[config.mk]
export PLATFORM = sky130hd
export DESIGN_NAME = axi4_write_burst_sequencer
export DESIGN_NICKNAME = d
export VERILOG_FILES = /design/src/rtl/axi4_wr_seq_pkg.sv /design/src/rtl/axi4_wr_outstanding_cnt.sv /design/src/rtl/axi4_write_burst_sequencer.sv
export SDC_FILE = /design/constraint.sdc
export NUM_CORES = 1
export LEC_CHECK = 0
export ABC_AREA = 1
export CORE_UTILIZATION = 38
export DETAILED_ROUTE_END_ITERATION = 16
export HOLD_SLACK_MARGIN = 0.02
export PLACE_DENSITY = 0.87
export SYNTH_ARGS = -nofsm -noshare
export SYNTH_HDL_FRONTEND = slang
export SYNTH_SLANG_ARGS = --single-unit
[constraint.sdc]
create_clock -name i_aclk -period 4.6 [get_ports i_aclk]
set_input_delay 0.92 -clock i_aclk [delete_from_list [all_inputs] [get_ports i_aclk]]
set_output_delay 0.92 -clock i_aclk [all_outputs]
set_load 0.01 [all_outputs]
[src/rtl/axi4_wr_seq_pkg.sv]
// Shared types and AXI constants for the AXI4 write burst sequencer.
// Optional statistics counters are enabled with `AXI4_WR_SEQ_STATS_EN.
package axi4_wr_seq_pkg;

  typedef enum logic [1:0] {
    IDLE = 2'd0,
    AW   = 2'd1,
    DATA = 2'd2
  } state_t;

  localparam logic [1:0] AXI_BURST_INCR = 2'b01;

  localparam logic [1:0] BRESP_OKAY   = 2'b00;
  localparam logic [1:0] BRESP_EXOKAY = 2'b01;
  localparam logic [1:0] BRESP_SLVERR = 2'b10;
  localparam logic [1:0] BRESP_DECERR = 2'b11;

endpackage

[src/rtl/axi4_wr_outstanding_cnt.sv]
// Outstanding-burst counter: +1 per AW push, -1 per B pop, saturating at 0 and MAX_OUT.
module axi4_wr_outstanding_cnt #(
  parameter int MAX_OUT = 4
) (
  input  logic i_clk,
  input  logic i_reset,
  input  logic i_inc,
  input  logic i_dec,
  output logic o_full,
  output logic o_zero
);

  localparam logic [7:0] C_MAX = 8'(MAX_OUT);

  logic [7:0] r_cnt;

  // Simultaneous inc and dec cancel out.
  always_ff @(posedge i_clk) begin
    if (i_reset) begin
      r_cnt <= 8'd0;
    end else if (i_inc && !i_dec && (r_cnt != C_MAX)) begin
      r_cnt <= r_cnt + 8'd1;
    end else if (i_dec && !i_inc && (r_cnt != 8'd0)) begin
      r_cnt <= r_cnt - 8'd1;
    end
  end

  assign o_full = (r_cnt == C_MAX);
  assign o_zero = (r_cnt == 8'd0);

endmodule

[src/rtl/axi4_write_burst_sequencer.sv]
// Converts (addr, len, id) commands plus a beat stream into AXI4 INCR write bursts.
// `AXI4_WR_SEQ_STATS_EN adds o_stat_bursts / o_stat_beats counters.
//
//   state | meaning
//   IDLE  | waiting for a command (blocked while outstanding == MAX_OUT)
//   AW    | pushing the latched address entry into the aw FIFO
//   DATA  | passing beats into the w FIFO until wlast
module axi4_write_burst_sequencer
  import axi4_wr_seq_pkg::*;
#(
  parameter int A       = 32,
  parameter int N       = 8,
  parameter int I       = 1,
  parameter int MAX_OUT = 4
) (
  input  logic             i_aclk,
  input  logic             i_reset,
  input  logic             i_cmd_valid,
  output logic             o_cmd_ready,
  input  logic [A-1:0]     i_cmd_addr,
  input  logic [7:0]       i_cmd_len,
  input  logic [I-1:0]     i_cmd_id,
  input  logic             i_dat_valid,
  output logic             o_dat_ready,
  input  logic [8*N-1:0]   i_dat_data,
  input  logic [N-1:0]     i_dat_strb,
  input  logic             i_aw_wr_full,
  output logic             o_aw_wr_en,
  output logic [A-1:0]     o_awaddr,
  output logic [7:0]       o_awlen,
  output logic [I-1:0]     o_awid,
  output logic [1:0]       o_awburst,
  output logic [2:0]       o_awsize,
  input  logic             i_w_wr_full,
  output logic             o_w_wr_en,
  output logic [8*N-1:0]   o_wdata,
  output logic [N-1:0]     o_wstrb,
  output logic [I-1:0]     o_wid,
  output logic             o_wlast,
  input  logic             i_b_rd_empty,
  output logic             o_b_rd_en,
  input  logic [I-1:0]     i_bid,
  input  logic [1:0]       i_bresp,
  output logic             o_busy,
  output logic             o_done,
`ifdef AXI4_WR_SEQ_STATS_EN
  output logic [31:0]      o_stat_bursts,
  output logic [31:0]      o_stat_beats,
`endif
  output logic             o_err
);

  localparam logic [2:0] C_SIZE = 3'($clog2(N));

  state_t         r_state;
  logic [A-1:0]   r_addr;
  logic [7:0]     r_len;
  logic [I-1:0]   r_id;
  logic [7:0]     r_beat_cnt;
  logic           r_done;
  logic           r_err;

  logic           w_out_full;
  logic           w_out_zero;
  logic           w_cmd_acc;
  logic           w_last;
  logic           w_bresp_err;
  logic           w_unused_bid;

  // Handshake strobes are forced low while reset is held.
  assign o_cmd_ready = (r_state == IDLE) & ~w_out_full & ~i_reset;
  assign w_cmd_acc   = i_cmd_valid & o_cmd_ready;
  assign o_aw_wr_en  = (r_state == AW) & ~i_aw_wr_full & ~i_reset;
  assign o_dat_ready = (r_state == DATA) & ~i_w_wr_full & ~i_reset;
  assign o_w_wr_en   = i_dat_valid & o_dat_ready;
  assign o_b_rd_en   = ~i_b_rd_empty & ~w_out_zero & ~i_reset;

  assign w_last      = (r_state == DATA) & (r_beat_cnt == r_len);
  assign w_bresp_err = (i_bresp == BRESP_SLVERR) | (i_bresp == BRESP_DECERR);
  assign w_unused_bid = ^i_bid;

  assign o_awaddr  = r_addr;
  assign o_awlen   = r_len;
  assign o_awid    = r_id;
  assign o_awburst = AXI_BURST_INCR;
  assign o_awsize  = C_SIZE;
  assign o_wdata   = i_dat_data;
  assign o_wstrb   = i_dat_strb;
  assign o_wid     = r_id;
  assign o_wlast   = w_last;
  assign o_busy    = (r_state != IDLE) | ~w_out_zero;
  assign o_done    = r_done;
  assign o_err     = r_err;

  axi4_wr_outstanding_cnt #(
    .MAX_OUT (MAX_OUT)
  ) u_out_cnt (
    .i_clk   (i_aclk),
    .i_reset (i_reset),
    .i_inc   (o_aw_wr_en),
    .i_dec   (o_b_rd_en),
    .o_full  (w_out_full),
    .o_zero  (w_out_zero)
  );

  always_ff @(posedge i_aclk) begin
    if (i_reset) begin
      r_state    <= IDLE;
      r_addr     <= '0;
      r_len      <= 8'd0;
      r_id       <= '0;
      r_beat_cnt <= 8'd0;
    end else begin
      case (r_state)
        IDLE: begin
          if (w_cmd_acc) begin
            r_addr  <= i_cmd_addr;
            r_len   <= i_cmd_len;
            r_id    <= i_cmd_id;
            r_state <= AW;
          end
        end
        AW: begin
          if (o_aw_wr_en) begin
            r_beat_cnt <= 8'd0;
            r_state    <= DATA;
          end
        end
        DATA: begin
          if (o_w_wr_en) begin
            if (w_last) begin
              r_beat_cnt <= 8'd0;
              r_state    <= IDLE;
            end else begin
              r_beat_cnt <= r_beat_cnt + 8'd1;
            end
          end
        end
        default: r_state <= IDLE;
      endcase
    end
  end

  // err is sticky until reset; done mirrors each pop one cycle later.
  always_ff @(posedge i_aclk) begin
    if (i_reset) begin
      r_done <= 1'b0;
      r_err  <= 1'b0;
    end else begin
      r_done <= o_b_rd_en;
      if (o_b_rd_en && w_bresp_err) begin
        r_err <= 1'b1;
      end
    end
  end

`ifdef AXI4_WR_SEQ_STATS_EN
  logic [31:0] r_stat_bursts;
  logic [31:0] r_stat_beats;

  always_ff @(posedge i_aclk) begin
    if (i_reset) begin
      r_stat_bursts <= 32'd0;
      r_stat_beats  <= 32'd0;
    end else begin
      if (o_aw_wr_en) r_stat_bursts <= r_stat_bursts + 32'd1;
      if (o_w_wr_en)  r_stat_beats  <= r_stat_beats + 32'd1;
    end
  end

  assign o_stat_bursts = r_stat_bursts;
  assign o_stat_beats  = r_stat_beats;
`endif

endmodule

# == After elaboration in Yosys (flattened, before gate mapping) ==
# Index checks and enable logic that the tools add are counted.
# op_classes
n_addsub,3
eq_ne,11
mux,11
bitwise,19
reduce_logical,16
# ops
op,count
$mux 8,5
$add 8x1->8 const B,2
$pmux 8 s2,1
$and 1x1->1,11
$eq 8x3->1 const B,1
$eq 8x8->1,1
$logic_not 8->1,1
$mux 2,4
$ne 8x3->1 const B,1
$reduce_bool 8->1,1
$sub 8x1->8 const B,1
$eq 2x2->1 const B,3
$ne 2x2->1 const B,3
$not 1->1,6
$pmux 2 s3,1
$reduce_bool 2->1,3
$logic_and 1x1->1,5
$reduce_and 4->1,1
$reduce_and 3->1,1
$eq 2x1->1 const B,1
$logic_not 1->1,2
$logic_not 2->1,1
$ne 2x1->1 const B,1
$or 1x1->1,2
$reduce_and 2->1,1
# word_totals
ff_bits,61
inputBits,123
out_inout_bits,128
elab_cells,68

# == Logic depth before layout (Yosys ltp) ==
# logic_depth
word_depth,8
mapped_depth,16
depth_no_buf,16

# == Cells and area by module ==
# From an unflattened synthesis, not the netlist that was laid out.
# hier_totals
cells_unflattened,499
area_unflattened_um2,3572.2
# modules_own_cells
mod,n_inst,cells_per_inst,area_each_um2,seq_area_each_um2
axi4_write_burst_sequencer,1,387,2852.7,1061.0
axi4_wr_outstanding_cnt,1,112,719.4,160.2

# == Worst setup path before layout ==
# Ideal clock, no wire load.
# synth_path
path_kind,input to register
start,in i_reset
end,reg u_out_cnt.r_cnt[7]
setup_ns,0.115
arrival_time_ns,2.531
required_ns,4.485
setup_slack_ns,1.954
stages,14
n_path_buf,1
path_cell_list,clkbuf_8 -> nor2_1 -> nand2_1 -> nor2_2 -> nand2_2 -> ha_1 -> a21oi_1 -> nand2_1 -> nand2_1 -> nand2_1 -> inv_1 -> nand2_1 -> a21oi_1 -> nor2_1
# synth_between
elab_chain_len,6
elab_cells_between_ends,11
classes_between,mux (1); bitwise (3); reduce/logical (7)
# synth_lines
item,line_no,text
"start, declared",axi4_write_burst_sequencer.sv:17,"input logic i_reset,"
$not 1->1,"axi4_write_burst_sequencer.sv:73, axi4_write_burst_sequencer.sv:76",
$and 1x1->1 (on tied branches),"axi4_write_burst_sequencer.sv:76, axi4_write_burst_sequencer.sv:73",
$logic_not 1->1 (on tied branches),"axi4_wr_outstanding_cnt.sv:21, axi4_wr_outstanding_cnt.sv:23",
$logic_and 1x1->1 (on tied branches) (2 in series),"axi4_wr_outstanding_cnt.sv:21, axi4_wr_outstanding_cnt.sv:23",
$mux 8 or $reduce_bool 2->1 (tied branches),-,
"end signal, assigned",axi4_wr_outstanding_cnt.sv:22,r_cnt <= r_cnt + 8'd1;
"end signal, assigned",axi4_wr_outstanding_cnt.sv:24,r_cnt <= r_cnt - 8'd1;
"end, declared",axi4_wr_outstanding_cnt.sv:15,logic [7:0] r_cnt;
# Parallel ways exist; a longest one is shown, timed or not.
# A chain may end at the register's enable or synchronous reset.

# == Final worst setup path ==
# layout_path
start,in i_reset
end,out o_aw_wr_en
# layout_between
elab_chain_len,2
# layout_lines
item,line_no,text
$not 1->1,axi4_write_burst_sequencer.sv:73,assign o_aw_wr_en = (r_state == AW) & ~i_aw_wr_full & ~i_reset;
$and 1x1->1,axi4_write_burst_sequencer.sv:73,
"end, declared",axi4_write_burst_sequencer.sv:28,"output logic o_aw_wr_en,"
# No other way between the ends.

==> summary.md <==
| Metric | Value |
|---|---|
| Crit path launch type | input pin |
| Hold endpoint | o_awaddr[30]$_SDFFE_PP0P_ |
| Total grt overflow | 0 |
| CTS sink count | 61 |
| Max transition margin | 61.00% |
| Worst-path cell chain | clkdlybuf4s50_1, nor2_1, nand2_1, inv_1, clkdlybuf4s50_1 |
| Post-CTS Resized | 0 |
| Synth unique cells | 33 |
| Pin count of the biggest net entering global routing | 54 |
| # IOs | 251 |
| Hold depth | 2 |
| R2R setup slack | 2.16 ns |
| Critical path type | in2out |
| Initial Util | 39.66% |
| Period utilisation layout | 76.15% |
| Unrepaired setup endpoints after global routing | false |
| Worst Path Required | 3.68 ns |
| Final hold viol count | 0 |
| Longest Clk Path Bufs | 2 |
| Root Buffer | clkbuf_8 |
| Port buffer count | 99 |
| Largest family of logic cells by synthesized area | simple AND/OR/NAND/NOR gates |
| Status | complete, but fails checks |
| Hold_sp | o_awaddr[30]$_SDFFE_PP0P_ |
| Final net count | 639 |
| Compound-Gate Fraction of Synth Area | 3.547% |
| Ant diodes | 0 |
| Chip Height | 97.87 um |
| Vias | 3,098 |
| Fin util | 47.13% |
| CP dominant cell by count | clkdlybuf4s50_1 |
| Post-layout min period | 3.503 ns |
| Adder-cell share of the synthesized area | 3.081% |
| Fraction of layout cells with a size suffix above 1 | 7.031% |
| Fraction of synthesized area in multiplexers | 0% |
| Placed inst area | 3985 um^2 |
| DR iter-0 viols | 160 |
| Violated checks | design-rule violations |
| Post-DP HPWL | 6137 um |
| Vias per Instance | 4.997 |
| Area of the die | 9578 um^2 |
| Simple-Gate Fraction of Synth Area | 33.21% |
| Syn Inst Count | 488 |
| Worst R2R Start | r_state[0]$_SDFFE_PP0P_ |
| Clk_lat worst skew | 0.33 ns |
| H-Tree Depth | 3 |
| FF-to-FF path depth | 15 |
| Post-route clock skew | 0.01020 ns |
| Peak VDD IR | 0.1917 mV |
| Fmax | 285.5 MHz |
| CTS tree | yes |
| Max incr delay on CP | 0.60 ns |
| Setup Viol. Count Final | 0 |
| First-pass GRT wire length | 13,320 um |
| CTS Buf Count | 9 |
| Worst Tran Pin Value | 0.5850 ns |
| P per Cell Area | 365.5 nW/um^2 |
| Cell Area, Synth | 3492 um^2 |
| Largest area contributor in the netlist | dfxtp_1 |
| Routed Antenna Nets | 0 |
| Crit-path slowest cell | clkdlybuf4s50_1 |
| XOR/XNOR Fraction of Synth Area | 2.006% |
| Routed WL | 8472 um |
| Mapped Avg Cell Area | 7.156 um^2 |
| Max Slew Vio Count | 0 |
| Worst hold path class | reg2reg |
| Initial antenna violation count | 0 |
| DRC | 21 |
| Number of global-route vias before repair | 2,869 |
| Leak pwr | 1.867 nW |
| Top post-synthesis cells by area | dfxtp_1 (35%), buf_4 (17%), nand3_1 (14%) |
| Crit Reg-Reg Endpoint | u_out_cnt.r_cnt[7]$_SDFFE_PP0P_ |
| Max-Cap Viols | 0 |
| Worst EP arrival | 2.58 ns |
| Die width | 97.87 um |
| GPL Wtd Cong | 0.8234 |
| Core footprint | 8806 um^2 |
| Post-CTS setup repair buffer count | 0 |
| Most frequent cells in the layout | nand2_1 (99), clkdlybuf4s50_1 (99), nand3_1 (97) |
| Synthesis-to-layout area growth | 18.85% |
| GRT Total Usage | 17.11% |
| Post-Route Setup TNS | 0 ns |
| Sequential area share after synthesis | 34.97% |
| Fillers | 829 |
| Num rows | 34 |
| Area share of the largest cell type after synthesis | 34.97% |
| Per-cell routed wire length | 13.66 um |
| Area of the multi-input gates | 1480 um^2 |
| CP max FO | 8 |
| Post-CTS Hold Buffers | 0 |
| Setup crit end kind | output port |
| Seq. cell area | 1221 um^2 |
| Design area | 4150 um^2 |
| Reg clk slew, reported paths | 0.06 ns |
| Seq cells post-synth | 61 |
| First drt pass iteration count | 12 |
| Yosys warning count | 0 |
[cell usage after synthesis]
library cell	number
a21oi_1	7
a21oi_2	1
a22o_1	1
and3_1	1
buf_1	5
buf_2	6
buf_4	78
clkbuf_1	7
clkbuf_8	1
conb_1	2
dfxtp_1	61
fa_1	1
ha_1	7
inv_1	30
inv_2	4
nand2_1	99
nand2_2	3
nand2_4	1
nand3_1	97
nand3_2	1
nand4_1	4
nor2_1	41
nor2_2	3
nor3_1	3
nor3_4	1
nor4_4	1
o21ai_0	9
o21ai_1	2
o21ai_2	1
o21bai_1	1
or2_2	1
xnor2_1	4
xor2_1	4
[cells by family after synthesis]
family | Yosys count
and+or+nand+nor | 256
buffers and inverters | 131
DFF | 61
AOI/OAI and AO/OA | 22
xor gates and xnor gates | 8
adders and majority gates | 8
other | 2
[flip-flops by register name, summed over array words and instances (netlist names)]
name	flops
o_awid	1
r_beat_cnt	8
r_state	2
o_awaddr	32
o_done	1
u_out_cnt.r_cnt	8
o_awlen	8
o_err	1
[worst max path at each step]
| stage | endpoint | slack, ns | startpoint | cells past startpoint |
|---|---|---|---|---|
| after floorplan | u_out_cnt.r_cnt[7]$_SDFFE_PP0P_ | 1.95 | i_reset | 14 |
| after global placement | o_aw_wr_en | 1.15 | i_reset | 5 |
| after detailed placement | o_aw_wr_en | 1.09 | i_reset | 5 |
| after CTS | o_aw_wr_en | 1.08 | i_reset | 5 |
| after global routing | o_aw_wr_en | 1.00 | i_reset | 5 |
| final | o_aw_wr_en | 1.10 | i_reset | 5 |
[worst max-delay path, delay by kind of cell]
kind	cells	cell delay [ns]
buffers and inverters	3	1.27
AND/OR/NAND/NOR	2	0.39
[per-layer routing]
layer	share of wire, %	GRT usage [%]
met5	0	0
met4	1.9	8.275
met3	8.2	5.225
met2	50	30.07
met1	39	18.72
[area by class of cell]
class	count	share of cell area, %
Multi-Input combinational cell	299	35.66
Sequential cell	61	29.42
Timing Repair Buffer	103	24.60
Clock buffer	10	3.316
Tap cell	108	3.256
Inverter	34	3.075
Clock inverter	5	0.6632
[where the power goes]
part	total, mW	internal (mW)	switching, mW	leakage [nW]
Combinational	0.478	0.225	0.253	1.28
Clock	0.408	0.203	0.205	0.0877
Sequential	0.631	0.587	0.0437	0.501
[stage by stage]
stage	std cells	setup slack, ns	power [mW]	hold WS (ns)
2_1_floorplan	491	1.954	0.9819	0.4853
3_3_place_gp	605	1.152	1.101	0.4527
3_5_place_dp	605	1.085	1.118	0.4573
4_1_cts	620	1.079	1.529	0.4663
5_1_grt	620	1.004	1.614	0.4792
6_report	620	1.097	1.517	0.4633
No activity file was read; power rests on OpenSTA's default activity.
==> RTL edit (config.mk and constraints unchanged) <==
Encoding of `state_t`: now one-hot (3 bits for 3 states).
--- a/src/rtl/axi4_wr_seq_pkg.sv
+++ b/src/rtl/axi4_wr_seq_pkg.sv
@@ -3,8 +3,8 @@
 package axi4_wr_seq_pkg;
 
-  typedef enum logic [1:0] {
-    IDLE = 2'd0,
-    AW   = 2'd1,
-    DATA = 2'd2
+  typedef enum logic [2:0] {
+    IDLE = 3'b001,
+    AW   = 3'b010,
+    DATA = 3'b100
   } state_t;
 
Check against the original RTL: same outputs for any inputs over 10 cycles, from zero or initial values and one cycle with i_reset high; not proved beyond that.
==> RTL edit against the original RTL <==
Largest cell class unchanged. Combinational power increased by 60%. Cell count decreased by 0.81%. Wire length decreased by 7.3%. First-iteration DRC count decreased by 23%. Hold slack got worse by 0.0041 ns. Critical path type unchanged. Sequential cell count increased by 1. Synthesized area increased by 1.9%. Total power increased by 29%. Design area increased by 1.4%. Worst setup slack got worse by 0.058 ns. Sequential share of layout area increased by 0.082 points.
==> RTL edit: results <==
set metrics [dict create \
    status "completed" \
    setup.worst_path.end "o_aw_wr_en" \
    vias 2953 \
    ff2ff_path_depth 15 \
    r2r_start "u_out_cnt.r_cnt[1]$_SDFFE_PP0P_" \
    place_congestion 0.862 \
    whs_ns 0.459 \
    grt_pass1_vias 2885 \
    path_delay_family "buffers and inverters" \
    dpl.hpwl_mm 5.74 \
    grt_pass1_wl_mm 13.1 \
    synth.mux.area_fraction_pct 0 \
    min_to "o_err$_SDFFE_PP0P_" \
    cts.path.max_buffers 2 \
    peakVddDrop_v 0.000215 \
    fillers 841 \
    ys_seq_area_share_pct 34.9 \
    synth.area.top_cells "dfxtp_1 35%, buf_4 18%, nand2_1 13%" \
    synth_top_cells_by_count "127 x nand2_1, 83 x buf_4, 62 x dfxtp_1, 51 x nand3_1, 30 x inv_1" \
    r2r_end "u_out_cnt.r_cnt[7]$_SDFFE_PP0P_" \
    ys.warnings.count 0 \
    synthAdderAreaFrac_pct 3.02 \
    p_leak_nw 1.88 \
    diodes 0 \
    synth-xor-area-share_pct 2.95 \
    h-tree-depth 3 \
    swShare_pct 36.0 \
    cts-root-buf "clkbuf_8" \
    largest_register_ffs 32 \
    powerSeq_uw 717 \
    drc 0 \
    drt_iter0_drc 123 \
    first_pass_iters 7 \
    relSlewSlack_pct 57.5 \
    yosysUniqueCellTypes 36 \
    dp.cells 599 \
    clock_latency_ns 0.34 \
    synth_cells 481 \
    rrSetupSlack_ns 2.25 \
    routed_wl_mm 7.85 \
    min_from "o_err$_SDFFE_PP0P_" \
    nNetsFinal 633 \
    pg_comb_uw 767 \
    drive_above_1_share_pct 10.7 \
    synth-compound-area-share_pct 5.66 \
    cp.arrival_ns 2.64 \
    grt_usage_pct 17.0 \
    cts_setup_buffers 0 \
    path_max_fanout 55 \
    critical_path.max_stage_delay_ns 0.55 \
    grt_max_degree 56 \
    cts_buffers 9 \
    startpoint "i_reset" \
    instances_no_fill 615 \
    skew_ns 0.0134 \
]
[RTL edit: area by class of cell]
cell class              count  area, um^2  area share [%]
multi-input cells         289        1480            35.1
flip-flops and latches     62        1240            29.5
repair buffers            101        1010            23.9
inverters                  39         151            3.60
well taps                 108         135            3.21
clock buffers               9         124            2.94
clock inverters             7        72.6            1.73
[RTL edit: stage by stage]
step | power, mW | instance area (um^2) | worst slack [ns]
after floorplan | 1.27 | 3570 | 1.91
after detailed placement | 1.50 | 4010 | 0.948
after global routing | 2.11 | 4210 | 0.920
after global placement | 1.47 | 4010 | 1.03
final | 1.96 | 4210 | 1.04
after CTS | 1.99 | 4210 | 1.00
[RTL edit: worst min-delay path, stage by stage (launching register included)]
cell and delay, ns:
dfxtp_1 0.31, inv_1 0.05, a21oi_1 0.05
[RTL edit: metal layers]
metal	up-vias	global-route usage (%)	wire length, um
met3	42	6.24	619
li1	1469	-	-
met4	0	9.07	240
met2	130	29.9	3920
met1	1312	17.5	3070
met5	-	0	0
